`config.mk`:
```
export PLATFORM = sky130hd
export DESIGN_NAME = if_stage_flat
export DESIGN_NICKNAME = d
export VERILOG_FILES = /design/src/rtl/if_stage_if.sv /design/src/rtl/if_stage.sv /design/src/flat_wrapper.sv
export SDC_FILE = /design/constraint.sdc
export NUM_CORES = 1
export LEC_CHECK = 0
export CAP_MARGIN = 20
export CORE_MARGIN = 8
export CORE_UTILIZATION = 53
export CTS_CLUSTER_SIZE = 40
export DETAILED_ROUTE_END_ITERATION = 10
export PLACE_DENSITY = 0.84
export SLEW_MARGIN = 20
export SYNTH_ARGS = -nofsm -noshare
export SYNTH_HDL_FRONTEND = slang
export SYNTH_SLANG_ARGS = --single-unit
export TNS_END_PERCENT = 50
```
`constraint.sdc`:
```
create_clock -name clk -period 5 [get_ports clk]
set_input_delay 0.5 -clock clk [delete_from_list [all_inputs] [get_ports clk]]
set_output_delay 0.5 -clock clk [all_outputs]
set_load 0.1 [all_outputs]
```
`src/rtl/if_stage_if.sv`:
```
// Instruction-memory fetch port between the IF stage and instruction memory.
// The master issues a read address; the slave answers with a one-cycle strobe.
interface if_stage_if #(
  parameter int WORD_SIZE = 16
);
  logic                 i_readM;
  logic [WORD_SIZE-1:0] i_address;
  logic [WORD_SIZE-1:0] i_data;
  logic                 i_inputReady;

  modport master (
    output i_readM,
    output i_address,
    input  i_data,
    input  i_inputReady
  );

  modport slave (
    input  i_readM,
    input  i_address,
    output i_data,
    output i_inputReady
  );
endinterface

```
`src/rtl/if_stage.sv`:
```
// Instruction fetch stage: PC, single outstanding fetch, IF/ID register.
// A word arriving during a stall is parked in a buffer until ID can take it.
module if_stage #(
  parameter int                   WORD_SIZE = 16,
  parameter logic [WORD_SIZE-1:0] RESET_PC  = '0
) (
  input  logic                 clk,
  input  logic                 reset,
  if_stage_if.master           imem,
  input  logic                 stall,
  input  logic                 redirect,
  input  logic [WORD_SIZE-1:0] redirect_pc,
  input  logic                 halt,
  output logic [WORD_SIZE-1:0] if_id_inst,
  output logic [WORD_SIZE-1:0] if_id_pc1,
  output logic                 if_id_valid
);

  typedef enum logic [1:0] {
    S_REQ,
    S_HOLD,
    S_HALT
  } state_e;

  state_e               state_q, state_d;
  logic [WORD_SIZE-1:0] pc_q, pc_d;
  logic [WORD_SIZE-1:0] inst_q, inst_d;
  logic [WORD_SIZE-1:0] pc1_q, pc1_d;
  logic                 valid_q, valid_d;
  logic [WORD_SIZE-1:0] buf_q, buf_d;
  logic [WORD_SIZE-1:0] pc_inc;

  assign pc_inc         = pc_q + 1'b1;
  assign imem.i_address = pc_q;
  assign imem.i_readM   = (state_q == S_REQ) && !reset;
  assign if_id_inst     = inst_q;
  assign if_id_pc1      = pc1_q;
  assign if_id_valid    = valid_q;

  always_comb begin
    state_d = state_q;
    pc_d    = pc_q;
    inst_d  = inst_q;
    pc1_d   = pc1_q;
    valid_d = valid_q;
    buf_d   = buf_q;
    if (halt) begin
      state_d = S_HALT;
      valid_d = 1'b0;
    end else if (state_q == S_HALT) begin
      state_d = S_HALT;
    end else if (redirect) begin
      // Any same-cycle response belongs to the wrong path.
      state_d = S_REQ;
      pc_d    = redirect_pc;
      valid_d = 1'b0;
    end else begin
      unique case (state_q)
        S_REQ: begin
          if (imem.i_inputReady && !stall) begin
            inst_d  = imem.i_data;
            pc1_d   = pc_inc;
            valid_d = 1'b1;
            pc_d    = pc_inc;
          end else if (imem.i_inputReady) begin
            buf_d   = imem.i_data;
            pc_d    = pc_inc;
            state_d = S_HOLD;
          end else if (!stall) begin
            valid_d = 1'b0;
          end
        end
        S_HOLD: begin
          if (!stall) begin
            inst_d  = buf_q;
            pc1_d   = pc_q;
            valid_d = 1'b1;
            state_d = S_REQ;
          end
        end
        default: state_d = state_q;
      endcase
    end
  end

  always_ff @(posedge clk) begin
    if (reset) begin
      state_q <= S_REQ;
      pc_q    <= RESET_PC;
      inst_q  <= '0;
      pc1_q   <= '0;
      valid_q <= 1'b0;
      buf_q   <= '0;
    end else begin
      state_q <= state_d;
      pc_q    <= pc_d;
      inst_q  <= inst_d;
      pc1_q   <= pc1_d;
      valid_q <= valid_d;
      buf_q   <= buf_d;
    end
  end

endmodule

```
`src/flat_wrapper.sv`:
```
// flat-port wrapper written by rule: the top's interface ports become plain ports
module if_stage_flat 
#(
  parameter int                   WORD_SIZE = 16,
  parameter logic [WORD_SIZE-1:0] RESET_PC  = '0
)
  (clk, reset, stall, redirect, redirect_pc, halt, if_id_inst, if_id_pc1, if_id_valid, imem_i_readM, imem_i_address, imem_i_data, imem_i_inputReady);
  if_stage_if #(.WORD_SIZE(WORD_SIZE)) imem_i ();
  input  logic clk;
  input  logic reset;
  input  logic stall;
  input  logic redirect;
  input  logic [WORD_SIZE-1:0] redirect_pc;
  input  logic halt;
  output logic [WORD_SIZE-1:0] if_id_inst;
  output logic [WORD_SIZE-1:0] if_id_pc1;
  output logic if_id_valid;
  output wire logic [$bits(imem_i.i_readM)-1:0] imem_i_readM;
  output wire logic [$bits(imem_i.i_address)-1:0] imem_i_address;
  input wire logic [$bits(imem_i.i_data)-1:0] imem_i_data;
  input wire logic [$bits(imem_i.i_inputReady)-1:0] imem_i_inputReady;
  assign imem_i_readM = imem_i.i_readM;
  assign imem_i_address = imem_i.i_address;
  assign imem_i.i_data = imem_i_data;
  assign imem_i.i_inputReady = imem_i_inputReady;
  if_stage #(.WORD_SIZE(WORD_SIZE), .RESET_PC(RESET_PC)) u_core (.clk(clk), .reset(reset), .imem(imem_i), .stall(stall), .redirect(redirect), .redirect_pc(redirect_pc), .halt(halt), .if_id_inst(if_id_inst), .if_id_pc1(if_id_pc1), .if_id_valid(if_id_valid));
endmodule
```
# Word level (Yosys, flattened, before mapping)
# Cells that the tools add are included.
# word_totals
regBits	67
inputBits	38
out_inout_bits	50
word_cells	65
# op_classes
add_sub_neg	1
eq_ne	12
muxes	23
bitwise	4
n_reduce_logical	18
# ops
cell	count
$mux 16	8
$pmux 16 s2	2
$add 16x1->16 const B	1
$mux 2	6
$reduce_and 4->1	3
$reduce_and 6->1	2
$ne 5x5->1 const B	2
$ne 2x2->1 const B	4
$ne 4x4->1 const B	2
$reduce_bool 3->1	2
$mux 1	5
$ne 5x4->1 const B	1
$reduce_and 5->1	1
$reduce_bool 5->1	1
$not 1->1	4
$pmux 2 s2	1
$reduce_bool 2->1	2
$reduce_or 4->1	1
$ne 3x3->1 const B	1
$eq 2x1->1 const B	1
$eq 2x2->1 const B	1
$logic_and 1x1->1	2
$logic_not 1->1	2
$logic_not 2->1	1
2 further kinds	2

# Depth between registers and ports, before layout
# Gate-level depths: netlist of run 1.
# logic_depth
word_depth	7
depth_mapped	8
depth_no_buf	6

# Worst setup path before layout of run 1
# Ideal clock, no wire load.
# synth_timing
path_type	register to register
from	register u_core.pc_q[0] (netlist: u_core.imem.i_address[0])
to	register u_core.pc1_q[14] (netlist: u_core.if_id_pc1[14])
setup_time_ns	0.091
arrival_ns	2.630
required_time_ns	4.909
setup_slack_ns	2.279
path_stages_with_launch	6
n_path_buf	0
synth_period_minus_slack_ns	2.721
path_cell_list	dfxtp_1 > ha_1 > nand4_1 > or3_1 > or3_1 > a311oi_1
# synth_between
elab_chain_cells	3
# synth_lines
element	line	rtl
start: declaration	if_stage.sv:26	logic [WORD_SIZE-1:0] pc_q, pc_d;
start signal: assignment	if_stage.sv:96	pc_q <= pc_d;
$add 16x1->16	if_stage.sv:33	assign pc_inc = pc_q + 1'b1;
$mux 16	if_stage.sv:60	if (imem.i_inputReady && !stall) begin
$pmux 16 s2	if_stage.sv:58	unique case (state_q)
end signal: assignment	if_stage.sv:98	pc1_q <= pc1_d;
end: declaration	if_stage.sv:28	logic [WORD_SIZE-1:0] pc1_q, pc1_d;
# Every way passes these cells. The select of a mux whose other input is x is not followed.
# A chain may end at the register's enable or synchronous reset.

# Worst setup path after layout of run 1
# layout_timing
from	register u_core.state_q[0]
to	output imem_i_readM
# layout_between
elab_chain_cells	2
# layout_lines
element	line	rtl
start: declaration	if_stage.sv:25	state_e state_q, state_d;
start signal: assignment	if_stage.sv:95	state_q <= state_d;
$logic_not 2->1	if_stage.sv:35	assign imem.i_readM = (state_q == S_REQ) && !reset;
$logic_and 1x1->1	if_stage.sv:35	
end: declaration	flat_wrapper.sv:18	output wire logic [$bits(imem_i.i_readM)-1:0] imem_i_readM;
# Every way passes these cells.

==> results of run 1 <==
[worst register-to-register path, cell delays in order (launching register included)]
cell and delay [ns]:
dfxtp_1 0.37, inv_1 0.11, ha_1 0.27, or3_1 0.48, nor2_2 0.84, mux2i_1 0.31, nor2_1 0.05
[power by group through the flow]
stage               Clock (mW)  Sequential [mW]  Combinational [mW]
global placement             0            0.583               0.253
global route             0.494            0.574               0.273
detailed placement           0            0.583               0.256
CTS                      0.465            0.571               0.257
finish                   0.462            0.571               0.257
floorplan                    0            0.671              0.0908
[cell families after synthesis]
logic type / after synthesis / share of synthesized area [%]
mux: 39 / 11.2
flops: 67 / 38.6
fa+ha+maj: 6 / 2.16
xor+xnor: 10 / 2.52
buf+inv: 41 / 5.70
simple gates: 142 / 20.7
compound gates: 97 / 19.0
[layer usage]
metal	vias to the layer above	share of wire, %	track usage (%)
li1	1597	-	-
met1	1507	46	24.1
met4	0	1.1	5.68
met2	105	45	27.7
met3	7	7.3	5.33
met5	-	0	0
[per-stage QoR]
stage | setup WS (ns) | utilization, % | instances | area, sq um
floorplan | 2.28 | - | 402 | 3470
global placement | 2.06 | 67.4 | 534 | 4280
detailed placement | 1.97 | 67.4 | 534 | 4280
CTS | 2.04 | 70.6 | 550 | 4480
global route | 1.97 | 70.6 | 550 | 4480
finish | 2.09 | 70.6 | 550 | 4480
[flip-flops by register name, indices dropped and copies added (netlist names)]
register	flops
u_core.if_id_inst	16
u_core.state_q	2
u_core.if_id_valid	1
u_core.buf_q	16
u_core.if_id_pc1	16
u_core.imem.i_address	16
[Yosys cell counts, drive strengths merged]
master    n  share of area [%]
o211a     1               0.29
a211oi   28                6.1
o31ai     7                1.5
clkinv    1               0.11
o211ai    1               0.22
mux2i    39                 11
a21oi    18                2.6
o22ai     3               0.54
nor4      5               0.90
inv       5               0.54
xnor2     9                2.3
xor2      1               0.25
ha        6                2.2
a311oi    3               0.94
buf      14                2.8
nor2b     2               0.36
nand2    21                2.3
dfxtp    67                 39
a221oi    1               0.25
clkbuf   21                2.3
a21o      1               0.22
o2111ai   1               0.25
and3      3               0.54
a32o      4                1.2
a31oi     6                1.1
nand3b    3               0.65
nand4     7                1.4
nand2b    4               0.72
a22o      1               0.25
or4       4               0.97
nor2     59                6.5
o41ai     2               0.50
or3       9                1.6
nor3     10                1.8
o21ai    18                2.6
nand3    10                1.8
a32oi     1               0.25
and4      3               0.79
or2       2               0.36
a21bo     1               0.29
[layout make-up]
type / instances / area (sq um)
inverters: 6 / 22.5
clock inverters: 6 / 63.8
flip-flops and latches: 67 / 1340
repair buffers: 90 / 888
well taps: 77 / 96.3
clock buffers: 10 / 138
fillers: 515 / 1870
multi-input cells: 294 / 1930
[placed cells by master (no fill, tap or decap), drive strengths merged, types with 9 or more instances in the layout]
cell type / synthesis / final
a211oi: 28 / 28
a21oi: 18 / 18
clkbuf: 21 / 10
clkdlybuf4s50: 0 / 86
dfxtp: 67 / 67
mux2i: 39 / 39
nand2: 21 / 21
nand3: 10 / 10
nor2: 59 / 59
nor3: 10 / 10
o21ai: 18 / 18
or3: 9 / 9
xnor2: 9 / 9
[final timing paths]
kind | from | to | slack (ns)
setup / recovery | u_core.state_q[0] | imem_i_readM | 2.09
hold / removal | u_core.if_id_pc1[7] | u_core.if_id_pc1[7] | 0.50
setup reg to reg | u_core.state_q[0] | u_core.buf_q[14] | 2.43
hold reg to reg | u_core.if_id_pc1[7] | u_core.if_id_pc1[7] | 0.50
==> out/results.ini, run 1 <==
[clocking]
htreeDepth = 3
clkSlewWorstSetupHoldPaths_ns = 0.08
cts.sinks = 67
worstSkewPairLatency_ns = 0.34
holdBufCountCts = 0
cts-root-buf = clkbuf_8
clk_path_buf_depth = 2
post-cts-setup-buffers = 0
cts.repair.resized = 0
numCtsBuffers = 9
cts_tree = yes

[finish]
antenna_cells = 0
area_delta_synth_final_pct = 29.2
nets = 512
drive_above_1_share_pct = 6.55

[placed_design]
dpl.hpwl_mm = 6.19
io_buffer_count = 87
gp_congestion = 0.866

[sta]
finalSetupViolCount = 0
finalHoldWorstSlack_ns = 0.500
rsz0062_at_grt = no
finalMaxSlewViolations = 0
worst_pin_slew_ns = 1.03
setup_tns_ns = 0
fmax_ghz = 0.343
slew_headroom_pct = 31.0
period_share_pct = 58.3
post-route-min-period_ns = 2.91
finalClockSkew_ns = 0.00997
hold_viol = 0

[min_path]
hold_path.class = reg2reg
min_path_cells = 2

[global_route]
grt.total_usage_pct = 18.2
grt_pass1_wl_mm = 14.6
grt_pass1_vias = 2939
overflow = 0
antenna_found_initial = 0
grt_max_degree = 66

[setup_path]
start_kind = register
required_ns = 4.50
crit_cells = 4
arrival_ns = 2.41
critPathMaxStageDelay_ns = 1.14
crit_family = buffers and inverters
endpoint_kind = primary output
path_max_fanout = 6
rr_worst_depth = 6
criticalPathCategory = reg2out
cp_slowest_cell = clkdlybuf4s50_1
crit_chain = inv_1 > ha_1 > nor2b_1 > clkdlybuf4s50_1
path_buf_inv = 2

[floorplanning]
fp.dieW_microns = 96.9
dieHeight_microns = 96.9
num_io_pins = 88
fp-row-count = 29
coreArea_sq_um = 6350
dieArea_sq_um = 9390
start_util_pct = 54.7

[pwr]
p_per_area_nw_per_um2 = 288
p_seq_share_pct = 44.3
combPwrFrac_pct = 19.9
cellLeakagePower_nw = 1.43
p_sw_share_pct = 32.0
finalPower_mw = 1.29
p_sw_uw = 413
ir_worst_vdd_mv = 0.218
intPower_uw = 877
p_clk_share_pct = 35.8

[synth]
avgSynthCellArea_sq_um = 8.63
ys_types = 52
synth_nets = 446
ys_seq_area_share_pct = 38.6
yosys_warnings = 0
postSynthCellCount = 402
ys_ff_latch = 67
syn_area_sq_um = 3470

[route]
drt_wl_total_mm = 8.91
drt-initial-drc-count = 274
drc = 0
dr.pass1.iters = 7
vias = 3216
antenna_left = 0
via_per_inst = 5.85
wl_per_cell_microns = 16.2

[status]
status = finished clean

[run]
drv_cap = 0

Note: power is estimated with default switching activity, not from simulation.
==> run 2: changes to the inputs <==
Settings changed: CORE_UTILIZATION 53 to 49, PLACE_DENSITY 0.84 to 0.79.
Clock period 5 ns to 3 ns, I/O delays scaled along.
==> run 2 against run 1 <==
Via count up 1.6%. Hold slack worse by 0.17 ns. Clock skew about the same. Utilization down 5.6 points. Routed wire length up 2.9%. Critical path depth up 2. Critical endpoint is now u_core.imem.i_address[9].
==> out/results.ini, run 2 (synthesis results as in run 1) <==
[placed_design]
io_buffer_count = 87  ; unchanged
gp_congestion = 0.894  ; was 0.866
place_ws_ns = 0.716  ; was 1.97 ns
numPlacedInstances = 556  ; was 534
dpl.hpwl_mm = 6.64  ; was 6.19 mm
post_dp_cell_area_sq_um = 4240  ; was 4280 sq um

[sta]
worst_pin_slew_ns = 0.971  ; was 1.03 ns
setup_ws_ns = 0.678  ; was 2.09 ns
finalSetupViolCount = 0  ; unchanged
rsz0062_at_grt = no  ; unchanged
post-route-min-period_ns = 2.32
finalHoldWorstSlack_ns = 0.334  ; was 0.500 ns
finalMaxSlewViolations = 0  ; unchanged
finalClockSkew_ns = 0.0105  ; was 0.00997 ns
slew_headroom_pct = 35.0  ; was 31.0%
fmax_ghz = 0.431
period_share_pct = 77.4
setup_tns_ns = 0  ; unchanged
hold_viol = 0  ; unchanged

[route]
dr.pass1.iters = 4  ; was 7
antenna_left = 0  ; unchanged
via_per_inst = 5.71  ; was 5.85
wl_per_cell_microns = 16.0  ; was 16.2 microns
drt-initial-drc-count = 201  ; was 274
drc = 0  ; unchanged
drt_wl_total_mm = 9.16  ; was 8.91 mm
vias = 3266  ; was 3216

[pwr]
p_seq_share_pct = 44.5  ; was 44.3%
p_per_area_nw_per_um2 = 482  ; was 288 nW/um^2
intPower_mw = 1.46  ; was 877 uW
finalPower_mw = 2.14  ; was 1.29 mW
p_sw_share_pct = 31.8  ; was 32.0%
p_clk_share_pct = 35.6  ; was 35.8%
combPwrFrac_pct = 19.9  ; about the same
p_sw_uw = 681  ; was 413 uW
ir_worst_vdd_mv = 0.290  ; was 0.218 mV
cellLeakagePower_nw = 1.54  ; was 1.43 nW

[finish]
area_delta_synth_final_pct = 28.0  ; was 29.2%
nets = 515  ; was 512
post-route-cell-area_sq_um = 4440  ; was 4480 sq um
layout_common_cells = dfxtp_1, nor2_1, buf_4, clkdlybuf4s50_1, mux2i_1  ; was clkdlybuf4s50_1, dfxtp_1, nor2_1, mux2i_1, a211oi_1
final_util_pct = 65.0  ; was 70.6%
fin_cells = 572  ; was 550
mostFrequentLayoutCell = dfxtp_1  ; was clkdlybuf4s50_1
antenna_cells = 0  ; unchanged
drive_above_1_share_pct = 15.5  ; was 6.55%

[floorplanning]
dieHeight_microns = 100  ; was 96.9 microns
coreArea_sq_um = 6830  ; was 6350 sq um
dieArea_sq_um = 10000  ; was 9390 sq um
start_util_pct = 50.8  ; was 54.7%
fp.dieW_microns = 100  ; was 96.9 microns
num_io_pins = 88  ; unchanged
fp-row-count = 30  ; was 29

[clocking]
worstSkewPairLatency_ns = 0.34  ; about the same
numCtsBuffers = 9  ; unchanged
post-cts-setup-buffers = 0  ; unchanged
cts.repair.resized = 0  ; unchanged
htreeDepth = 3  ; unchanged
clkSlewWorstSetupHoldPaths_ns = 0.08  ; about the same
cts_tree = yes  ; unchanged
holdBufCountCts = 0  ; unchanged
clk_path_buf_depth = 2  ; unchanged
cts.sinks = 67  ; unchanged
cts-root-buf = clkbuf_8  ; unchanged

[setup_path]
criticalPathCategory = reg2reg  ; was reg2out
path_buf_inv = 1  ; was 2
rr_worst_depth = 6  ; unchanged
critPathLaunch = u_core.state_q[0]  ; unchanged
endpoint_kind = register  ; was primary output
crit_cells = 6  ; was 4
path_max_fanout = 11  ; was 6
crit_chain = inv_1 > ha_1 > or2_1 > nor2_1 > o21ai_0 > a32o_1  ; was inv_1 > ha_1 > nor2b_1 > clkdlybuf4s50_1
rrSetupSlack_ns = 0.68  ; was 2.43 ns
rr_startpoint = u_core.state_q[0]  ; unchanged
start_kind = register  ; unchanged
cp-endpoint = u_core.imem.i_address[9]  ; was imem_i_readM
critPathMaxStageDelay_ns = 0.60  ; was 1.14 ns
r2r-end = u_core.imem.i_address[9]  ; was u_core.buf_q[14]
crit_family = simple AND/OR/NAND/NOR gates  ; was buffers and inverters
required_ns = 3.23  ; was 4.50 ns
arrival_ns = 2.55  ; was 2.41 ns
cp_slowest_cell = nor2_1  ; was clkdlybuf4s50_1

[global_route]
grtUsageMet2_pct = 28.4  ; was 27.7%
use_met1_pct = 23.7  ; was 24.1%
overflow = 0  ; unchanged
grt_pass1_vias = 3017  ; was 2939
grt.total_usage_pct = 18.5  ; was 18.2%
antenna_found_initial = 0  ; unchanged
grt.busiest_layer = met2  ; unchanged
grtUsageMet3_pct = 5.33  ; about the same
grt_pass1_wl_mm = 15.1  ; was 14.6 mm
grt_max_degree = 64  ; was 66

[run]
drv_cap = 0  ; unchanged

[status]
status = finished clean  ; unchanged

[min_path]
hold_path.class = in2reg  ; was reg2reg

## run 2: changes by cell type in the layout (fill, tap and decap cells not counted), sizes merged
cell | previous run | this run
clkinv | 3 | 4
clkbuf | 10 | 11
clkdlybuf4s50 | 86 | 45
clkinvlp | 2 | 0
buf | 4 | 48
## run 2: worst min path at each step
stage | slack, ns | start | cells past startpoint | to
floorplan | 0.38 | halt | 1 | u_core.if_id_valid
global placement | 0.47 | u_core.buf_q[0] | 2 | u_core.buf_q[0]
detailed placement | 0.49 | u_core.buf_q[7] | 2 | u_core.buf_q[7]
CTS | 0.32 | reset | 2 | u_core.imem.i_address[6]
global route | 0.33 | reset | 2 | u_core.imem.i_address[6]
finish | 0.33 | reset | 2 | u_core.imem.i_address[6]
## run 2: power groups by stage
stage / sequential [mW] / combinational (mW) / clock [mW]
2_1_floorplan: 1.12 / 0.151 / 0
4_1_cts: 0.952 / 0.426 / 0.780
3_5_place_dp: 0.972 / 0.425 / 0
6_report: 0.953 / 0.427 / 0.762
5_1_grt: 0.958 / 0.451 / 0.822
3_3_place_gp: 0.971 / 0.419 / 0
## run 2: worst reg2reg max path: stages, from the launching register on
cell	delay [ns]
dfxtp_1	0.37
inv_1	0.11
ha_1	0.28
or2_1	0.30
nor2_1	0.60
o21ai_0	0.24
a32o_1	0.32
## run 2: metal layers
metal / part of all wire (%) / vias to the layer above
met5: 0 / -
met4: 1.7 / 0
met3: 8.0 / 16
met2: 45 / 141
met1: 45 / 1491
li1: - / 1618
## run 2: layout make-up
class / count / area (sq um)
clock inverters: 5 / 61.3
inverters: 6 / 22.5
clock buffers: 11 / 141
multi-input cells: 294 / 1930
flip-flops and latches: 67 / 1340
well taps: 96 / 120
fillers: 610 / 2390
repair buffers: 93 / 821
